**config.mk**
```make
export PLATFORM = sky130hd
export DESIGN_NAME = button_conditioner
export DESIGN_NICKNAME = d
export VERILOG_FILES = /design/src/rtl/button_conditioner.sv
export SDC_FILE = /design/constraint.sdc
export NUM_CORES = 1
export LEC_CHECK = 0
export ABC_AREA = 1
export ABC_CLOCK_PERIOD_IN_PS = 3200
export CORE_UTILIZATION = 60
export DETAILED_ROUTE_END_ITERATION = 6
export PLACE_DENSITY = 0.83
export RECOVER_POWER = 25
export SLEW_MARGIN = 20
export SYNTH_ARGS = -nofsm -noshare
export SYNTH_HDL_FRONTEND = slang
export SYNTH_SLANG_ARGS = --single-unit
```
**constraint.sdc**
```tcl
create_clock -name clk -period 3.2 [get_ports clk]
set_input_delay 0.64 -clock clk [delete_from_list [all_inputs] [get_ports clk]]
set_output_delay 0.64 -clock clk [all_outputs]
set_load 0.01 [all_outputs]
```
**src/rtl/button_conditioner.sv**
```systemverilog
// Multi-channel push-button synchroniser, debouncer and press/release strobe generator.
// Optional hold-to-repeat on the pressed strobe is built when BUTTON_REPEAT_EN is defined.
module button_conditioner #(
  parameter int NUM_BUTTONS     = 4,
  parameter int DEBOUNCE_CYCLES = 4,
  parameter int ACTIVE_LOW      = 1,
  parameter int REPEAT_DELAY    = 8,
  parameter int REPEAT_PERIOD   = 4
) (
  input  logic                   clk,
  input  logic                   reset,
  input  logic [NUM_BUTTONS-1:0] in,
  output logic [NUM_BUTTONS-1:0] held,
  output logic [NUM_BUTTONS-1:0] pressed,
  output logic [NUM_BUTTONS-1:0] released
);

  // state        | meaning
  // ST_RELEASED  | button accepted as up
  // ST_PRESS_PEND| counting consecutive pushed samples
  // ST_PRESSED   | button accepted as down
  // ST_REL_PEND  | counting consecutive released samples
  localparam logic [1:0] ST_RELEASED   = 2'd0;
  localparam logic [1:0] ST_PRESS_PEND = 2'd1;
  localparam logic [1:0] ST_PRESSED    = 2'd2;
  localparam logic [1:0] ST_REL_PEND   = 2'd3;

  localparam int CNT_W = $clog2(DEBOUNCE_CYCLES + 1);
  localparam logic [CNT_W-1:0] CNT_ONE  = CNT_W'(1);
  localparam logic [CNT_W-1:0] CNT_LAST = CNT_W'(DEBOUNCE_CYCLES - 1);
  localparam logic [NUM_BUTTONS-1:0] IDLE_LEVEL = (ACTIVE_LOW != 0) ? '1 : '0;

  logic [NUM_BUTTONS-1:0] sync1, sync2, sample;
  logic [NUM_BUTTONS-1:0] press_acc, rel_acc, rep_fire;
  logic [1:0]             state [NUM_BUTTONS];
  logic [CNT_W-1:0]       cnt   [NUM_BUTTONS];

  assign sample = (ACTIVE_LOW != 0) ? ~sync2 : sync2;

  // Acceptance happens on the sample that completes the stable run, so the
  // comparison is against DEBOUNCE_CYCLES-1 before the increment.
  always_comb begin
    press_acc = '0;
    rel_acc   = '0;
    for (int i = 0; i < NUM_BUTTONS; i++) begin
      case (state[i])
        ST_RELEASED:   press_acc[i] = sample[i] && (DEBOUNCE_CYCLES == 1);
        ST_PRESS_PEND: press_acc[i] = sample[i] && (cnt[i] == CNT_LAST);
        ST_PRESSED:    rel_acc[i]   = !sample[i] && (DEBOUNCE_CYCLES == 1);
        ST_REL_PEND:   rel_acc[i]   = !sample[i] && (cnt[i] == CNT_LAST);
        default: ;
      endcase
    end
  end

  always_ff @(posedge clk) begin
    if (reset) begin
      sync1    <= IDLE_LEVEL;
      sync2    <= IDLE_LEVEL;
      held     <= '0;
      pressed  <= '0;
      released <= '0;
      for (int i = 0; i < NUM_BUTTONS; i++) begin
        state[i] <= ST_RELEASED;
        cnt[i]   <= '0;
      end
    end else begin
      sync1    <= in;
      sync2    <= sync1;
      pressed  <= press_acc | rep_fire;
      released <= rel_acc;
      held     <= (held | press_acc) & ~rel_acc;
      for (int i = 0; i < NUM_BUTTONS; i++) begin
        if (press_acc[i]) begin
          state[i] <= ST_PRESSED;
          cnt[i]   <= '0;
        end else if (rel_acc[i]) begin
          state[i] <= ST_RELEASED;
          cnt[i]   <= '0;
        end else begin
          case (state[i])
            ST_RELEASED:
              if (sample[i]) begin
                state[i] <= ST_PRESS_PEND;
                cnt[i]   <= CNT_ONE;
              end
            ST_PRESS_PEND:
              if (sample[i]) cnt[i] <= cnt[i] + CNT_ONE;
              else begin
                state[i] <= ST_RELEASED;
                cnt[i]   <= '0;
              end
            ST_PRESSED:
              if (!sample[i]) begin
                state[i] <= ST_REL_PEND;
                cnt[i]   <= CNT_ONE;
              end
            ST_REL_PEND:
              if (!sample[i]) cnt[i] <= cnt[i] + CNT_ONE;
              else begin
                state[i] <= ST_PRESSED;
                cnt[i]   <= '0;
              end
            default: begin
              state[i] <= ST_RELEASED;
              cnt[i]   <= '0;
            end
          endcase
        end
      end
    end
  end

`ifdef BUTTON_REPEAT_EN
  localparam int REP_MAX = (REPEAT_DELAY > REPEAT_PERIOD) ? REPEAT_DELAY : REPEAT_PERIOD;
  localparam int REP_W   = $clog2(REP_MAX + 1);
  localparam logic [REP_W-1:0] REP_ONE = REP_W'(1);

  logic [REP_W-1:0] rep_cnt [NUM_BUTTONS];
  logic [NUM_BUTTONS-1:0] rep_run;

  // A release accepted on the same edge takes priority over a due repeat.
  always_comb begin
    rep_run  = '0;
    rep_fire = '0;
    for (int i = 0; i < NUM_BUTTONS; i++) begin
      rep_run[i]  = ((state[i] == ST_PRESSED) || (state[i] == ST_REL_PEND)) && !rel_acc[i];
      rep_fire[i] = rep_run[i] && (rep_cnt[i] == REP_ONE);
    end
  end

  always_ff @(posedge clk) begin
    for (int i = 0; i < NUM_BUTTONS; i++) begin
      if (reset) rep_cnt[i] <= '0;
      else if (press_acc[i]) rep_cnt[i] <= REP_W'(REPEAT_DELAY);
      else if (rep_fire[i]) rep_cnt[i] <= REP_W'(REPEAT_PERIOD);
      else if (rep_run[i]) rep_cnt[i] <= rep_cnt[i] - REP_ONE;
      else rep_cnt[i] <= '0;
    end
  end
`else
  assign rep_fire = '0;
`endif

endmodule

```
==> metrics.cfg, run 1 <==
[outcome]
status=finished clean

[synth]
yosysTopAreaCellShare=0.312
avgSynthCellArea_sq_um=8.55
synth_flop_cell=edfxtp_1
synth-seq-cells=40
synth_edf_count=20
yosysWarnings=0
ys_types=24
ys_async_sr_fraction=0
yosysTopAreaCell=edfxtp_1
synth_cells=225
seq_area_frac_synth=0.520
syn-num-nets=239
yosys-top-cells-area=edfxtp_1, dfxtp_1, nor2_1
synth_area_sq_um=1920

[cells_and_area]
diodes=0
layout.nets=260
layout_common_cells=nor2_1, nand2_1, inv_1
mostFrequentLayoutCell=nor2_1
drive_above_1_share=0.101
area_delta_synth_final_pct=12.5

[floorplan]
fp.dieH_um=58.6
die_w_um=58.6
dieArea_sq_um=3440
rows=20
start_util=0.630
coreArea_sq_um=3050
pin_count=18

[sta]
max_slew_margin=0.746
fmax_mhz=467
hold_viol=0
fin_worst_skew_ns=0.00711
min_period_ns=2.14
setup_tns_ns=0
tightest_slew_ns=0.378
period_share=0.670
rsz0062_at_grt=no
finalSetupViolCount=0
slew_violations=0
holdWs_ns=0.419

[clock_network]
cts_max_level=2
holdBufCountCts=0
cts.sink_count=40
numCtsBuffers=5
clock_latency_ns=0.34
cts-resized-gates=0
cts_tree=built
root_buffer=clkbuf_4
clkSlewWorstSetupHoldPaths_ns=0.11
postCtsSetupBuffers=0
cts_buffer_depth=2

[job]
maxCapViolCount=0

[detailed_routing]
dr_total_vias=1426
finalWirelength_mm=3.05
ant_nets=0
drt-initial-drc-count=76
drc=0
via_per_inst=4.90
first_pass_iters=4
avgRoutedWirePerCell_um=10.5

[global_route]
grt_pass1_wl_mm=5.49
grt_pass1_vias=1331
antenna_found_initial=0
grt_max_degree=25
grtUsageTotal=0.213
grt_overflow=0

[worst_setup_path]
r2r.worst_path.cells=6
r2r-start=cnt[1][0]
start_kind=primary input
path_cells=dlygate4sd3_1 -> buf_4 -> nor2_1 -> nand3_1 -> nand2_2 -> nor2_2 -> nand4_1
criticalPathCategory=in2reg
slowest_delay_ns=0.57
cp.depth=7
critPathSlowestCell=dlygate4sd3_1
cp-end-kind=flop
critPathLaunch=reset
worstPathArrival_ns=2.20
critPathBufInv=2
required_ns=3.25
critPathMaxFanout=24
crit_family=buffers and inverters

[power_and_ir_drop]
ir_worst_vdd_mv=0.252
power.density_nw_per_um2=473
leakage_nw=1.00

[hold_path]
hold_depth=1
holdCritPathClass=reg2reg
hold_start=sync1[1]

[placed_design]
portBuffers=17
place_congestion=0.809
hpwl_mm=2.28

## power breakdown
| group | switching (W) | total (W) | internal, W |
|---|---|---|---|
| registers | 0.0000278 | 0.000616 | 0.000588 |
| clock network | 0.000158 | 0.000267 | 0.000109 |
| logic | 0.0000884 | 0.000142 | 0.0000532 |
## flip-flops by register name, summed over array words and instances, names as in the netlist
name and count:
cnt 12, state 8, held 4, pressed 4, released 4, sync1 4, sync2 4
## cell families (layout without fill, tap and decap cells)
family	Yosys count	in the layout	synth area share
AOI/OAI and AO/OA	10	10	0.0332
adders and majority gates	8	8	0.0520
buffers and inverters	39	61	0.0897
DFF	40	40	0.520
and+or+nand+nor	128	128	0.305
## cell type report
| class | instances | area (sq um) |
|---|---|---|
| clock buffers | 8 | 58.8 |
| repair buffers | 18 | 178 |
| flip-flops and latches | 40 | 1000 |
| inverters | 35 | 131 |
| well taps | 44 | 55.1 |
| fillers | 264 | 888 |
| multi-input cells | 146 | 741 |
## through the flow
step,total power (W),util,setup slack [ns],cell area [sq um],std cells
3_3_place_gp,0.000765,0.693,0.874,2120,283
5_1_grt,0.00109,0.709,0.995,2160,291
4_1_cts,0.00103,0.712,1.20,2170,291
6_report,0.00102,0.709,1.06,2160,291
3_5_place_dp,0.000770,0.693,0.851,2120,283
2_1_floorplan,0.000736,-,1.59,1920,225
## final timing paths
path                    end  slack [ns]
setup / recovery  cnt[1][1]        1.06
hold / removal     sync2[1]        0.42
setup reg to reg  cnt[1][1]        1.49
hold reg to reg    sync2[1]        0.42
## synthesized netlist by cell type (2+ instances only)
| cell type | number |
|---|---|
| ha_1 | 8 |
| nand3_1 | 26 |
| buf_6 | 2 |
| nand2_1 | 36 |
| dfxtp_1 | 20 |
| edfxtp_1 | 20 |
| nor2_2 | 6 |
| a21oi_1 | 5 |
| nand4_1 | 4 |
| o21bai_1 | 2 |
| inv_2 | 2 |
| inv_1 | 33 |
| nand3b_1 | 2 |
| nand2_2 | 2 |
| nor2_1 | 37 |
| nor3_1 | 5 |
| or2_2 | 8 |
## layer usage
layer | up-vias | share of wire | GRT usage
li1 | 763 | - | -
met1 | 620 | 0.49 | 0.291
met2 | 39 | 0.45 | 0.322
met3 | 4 | 0.051 | 0.0527
met4 | 0 | 0.012 | 0.0952
met5 | - | 0 | 0
No activity file was read; power rests on OpenSTA's default activity.
==> run 2: changes to the inputs <==
Settings changed: ABC_CLOCK_PERIOD_IN_PS 3200 to 2020, CORE_UTILIZATION 60 to 56, PLACE_DENSITY 0.83 to 0.78.
Clock period 3.2 ns to 2.02 ns, I/O delays scaled along.
==> metrics.cfg, run 2 (synthesis results as in run 1) <==
[power_and_ir_drop]
leakage_nw=1.05
ir_worst_vdd_mv=0.374
p_comb_frac=0.145
p_sw_frac=0.271
power.density_nw_per_um2=728
internal_power_w=0.00119
power_frac_seq=0.597
power.switching_w=0.000442
clkPwrFrac=0.257

[detailed_routing]
drt-initial-drc-count=52
ant_nets=0
via_per_inst=4.93
first_pass_iters=5
finalWirelength_mm=3.20
dr_total_vias=1495
drc=0
avgRoutedWirePerCell_um=10.6

[sta]
layout_setup_ws_ns=0.213
slew_violations=0
holdWs_ns=0.410
period_share=0.894
rsz0062_at_grt=no
hold_viol=0
finalSetupViolCount=0
fmax_mhz=554
tightest_slew_ns=0.346
min_period_ns=1.81
max_slew_margin=0.768
fin_worst_skew_ns=0.00947

[clock_network]
cts.sink_count=40
postCtsSetupBuffers=0
cts_tree=built
cts-resized-gates=0
numCtsBuffers=5
root_buffer=clkbuf_4
clock_latency_ns=0.35
holdBufCountCts=0
clkSlewWorstSetupHoldPaths_ns=0.12
cts_buffer_depth=2
cts_max_level=2

[cells_and_area]
mostFrequentLayoutCell=nor2_1
layout.nets=272
diodes=0
largest_reg_flops=12
top_regs=cnt (12), state (8)
fin_util=0.712
top_register=cnt
drive_above_1_share=0.139
area_delta_synth_final_pct=16.6
layout_common_cells=nor2_1, nand2_1, inv_1

[global_route]
grt_max_degree=17
grtUsageTotal=0.206
grt_pass1_vias=1350
antenna_found_initial=0
grt_pass1_wl_mm=5.56
grt_overflow=0

[floorplan]
die_w_um=60.6
pin_count=18
fp.dieH_um=60.6
start_util=0.610
coreArea_sq_um=3150
rows=20
dieArea_sq_um=3670

[worst_setup_path]
worstPathArrival_ns=1.86
slowest_delay_ns=0.60
path_cells=dlygate4sd3_1 -> buf_4 -> nor2_1 -> nand3_1 -> nand2_2 -> nor2_2 -> nand4_1
start_kind=primary input
reg2reg_slack_ns=0.32
criticalPathCategory=in2reg
cp-end-kind=flop
critPathSlowestCell=dlygate4sd3_1
required_ns=2.08
critPathMaxFanout=16
crit_family=buffers and inverters
critPathBufInv=2

[outcome]
status=finished clean

[placed_design]
place_ws_ns=-0.00951
place_congestion=0.848
portBuffers=17
hpwl_mm=2.44

[job]
maxCapViolCount=0

[hold_path]
holdCritPathClass=reg2reg

-- run 2: cell types whose count changed in the layout (fill, tap and decap cells not counted), sizes merged --
cell / previous run / this run
clkbuf: 8 / 9
clkinv: 0 / 2
buf: 1 / 10
-- run 2: final timing paths --
kind,startpoint,endpoint,cells past startpoint
setup reg to reg,cnt[3][0],cnt[3][0],6
setup / recovery,reset,cnt[1][2],7
hold / removal,sync1[3],sync2[3],1
hold reg to reg,sync1[3],sync2[3],1
-- run 2: layer usage --
metal | up-vias | GRT usage | wire length, um
li1 | 786 | - | -
met2 | 36 | 0.314 | 1420
met5 | - | 0 | 0
met1 | 668 | 0.279 | 1580
met3 | 5 | 0.0448 | 149
met4 | 0 | 0.0974 | 55
-- run 2: power groups by stage --
stage / clock, W / sequential (W) / combinational (W)
floorplan: 0 / 0.000982 / 0.000184
global placement: 0 / 0.000992 / 0.000235
detailed placement: 0 / 0.000995 / 0.000239
CTS: 0.000429 / 0.000976 / 0.000241
global route: 0.000470 / 0.000986 / 0.000276
finish: 0.000420 / 0.000976 / 0.000237
-- run 2: cell type report --
cell class | instances | area (sq um)
sequential | 40 | 1000
fill | 258 | 910
multi-input combinational | 146 | 738
timing repair buffer | 30 | 256
inverter | 35 | 131
tap | 44 | 55.1
clock buffer | 6 | 51.3
clock inverter | 2 | 10.0
-- run 2: through the flow --
step / cell area [sq um] / instances / power (W) / TNS (ns)
detailed placement: 2210 / 295 / 0.00123 / -0.0285
finish: 2240 / 303 / 0.00163 / 0
global route: 2240 / 303 / 0.00173 / 0
CTS: 2270 / 303 / 0.00165 / 0
global placement: 2210 / 295 / 0.00123 / 0
floorplan: 1920 / 225 / 0.00117 / 0
==> run 3: changes to the inputs <==
--- a/config.mk
+++ b/config.mk
@@ -8,4 +8,5 @@
 export ABC_AREA = 1
 export ABC_CLOCK_PERIOD_IN_PS = 2020
+export CAP_MARGIN = 10
 export CORE_UTILIZATION = 56
 export DETAILED_ROUTE_END_ITERATION = 6
==> constraint.sdc (replaced) <==
create_clock -name clk -period 2.02 [get_ports clk]
set_input_delay 0.303 -clock clk [delete_from_list [all_inputs] [get_ports clk]]
set_output_delay 0.303 -clock clk [all_outputs]
set_load 0.01 [all_outputs]
==> metrics.cfg, run 3 (synthesis results as in run 1) <==
[outcome]
status=finished clean

[power_and_ir_drop]
power_w=0.00166
leakage_nw=1.02
power.density_nw_per_um2=754
ir_worst_vdd_mv=0.527

[clock_network]
cts-resized-gates=0
cts_buffer_depth=2
cts.sink_count=40
holdBufCountCts=0
cts_tree=built
numCtsBuffers=5
root_buffer=clkbuf_4
clock_latency_ns=0.35
cts_max_level=2
postCtsSetupBuffers=0
clkSlewWorstSetupHoldPaths_ns=0.11

[global_route]
grt_overflow=0
grt_pass1_wl_mm=5.42
grt_pass1_vias=1329
grt_max_degree=19
grtUsageTotal=0.206
antenna_found_initial=0

[detailed_routing]
first_pass_iters=5
dr_total_vias=1495
drt-initial-drc-count=54
via_per_inst=5.10
ant_nets=0
finalWirelength_mm=3.33
avgRoutedWirePerCell_um=11.4
drc=0

[worst_setup_path]
critPathMaxFanout=18
criticalPathCategory=in2reg
reg2reg_slack_ns=0.29
required_ns=2.08
worstPathArrival_ns=1.82
cp-end-kind=flop
start_kind=primary input

[cells_and_area]
fillers=270
area_delta_synth_final_pct=14.3
top_register=cnt
diodes=0
layout_common_cells=nor2_1, nand2_1, inv_1
fin_util=0.698
fin_cells=293
mostFrequentLayoutCell=nor2_1
top_regs=cnt (12), state (8)
drive_above_1_share=0.108
layout.nets=263
largest_reg_flops=12

[sta]
hold_viol=0
period_share=0.868
max_slew_margin=0.784
rsz0062_at_grt=no
setup_tns_ns=0
tightest_slew_ns=0.321
finalSetupViolCount=0
min_period_ns=1.75
slew_violations=0
fmax_mhz=570
fin_worst_skew_ns=0.00294
holdWs_ns=0.420

[floorplan]
dieArea_sq_um=3670
die_w_um=60.6
fp.dieH_um=60.6
coreArea_sq_um=3150
pin_count=18
start_util=0.610
rows=20

[placed_design]
hpwl_mm=2.47
place_congestion=0.863
portBuffers=17
dp_cells=286

[hold_path]
holdCritPathClass=reg2reg

[job]
maxCapViolCount=0

-- run 3: metrics by stage --
step	setup WS [ns]	cell area [sq um]
final	0.266	2200
after global placement	0.0841	2150
after CTS	0.284	2220
after global routing	0.148	2200
after detailed placement	0.0580	2150
after floorplan	0.504	1920
-- run 3: worst paths after layout --
path / startpoint / endpoint / cells past startpoint
worst max-delay path: reset / cnt[3][1] / 7
worst min-delay path: sync1[3] / sync2[3] / 1
worst max register to register: cnt[0][0] / cnt[0][0] / 8
worst min register to register: sync1[3] / sync2[3] / 1
-- run 3: power by group --
group / internal, W / switching [W] / total [W] / leakage (nW)
sequential: 0.000932 / 0.0000455 / 0.000977 / 0.376
combinational: 0.0000896 / 0.000146 / 0.000235 / 0.607
clock: 0.000197 / 0.000249 / 0.000446 / 0.0374
total: 0.00122 / 0.000440 / 0.00166 / 1.02
-- run 3: final cells by class --
cell class | count | area, sq um | area share
timing repair buffer | 21 | 209 | 0.0950
multi-input combinational | 146 | 738 | 0.336
inverter | 35 | 131 | 0.0597
sequential | 40 | 1000 | 0.455
clock buffer | 7 | 65.1 | 0.0296
tap | 44 | 55.1 | 0.0250
-- run 3: critical path, cell delays in order --
cell and delay [ns]:
dlygate4sd3_1 0.62, buf_12 0.18, nor2_1 0.24, nand3_1 0.17
nand2_1 0.11, nor2_1 0.05, nand3_1 0.13
-- run 3: per-layer routing --
layer  GRT usage  up-vias  wire length (um)
met5           0        -                 0
met1       0.249      663              1550
met3      0.0661       14               188
met2       0.328       46              1490
li1            -      772                 -
met4       0.114        0               114
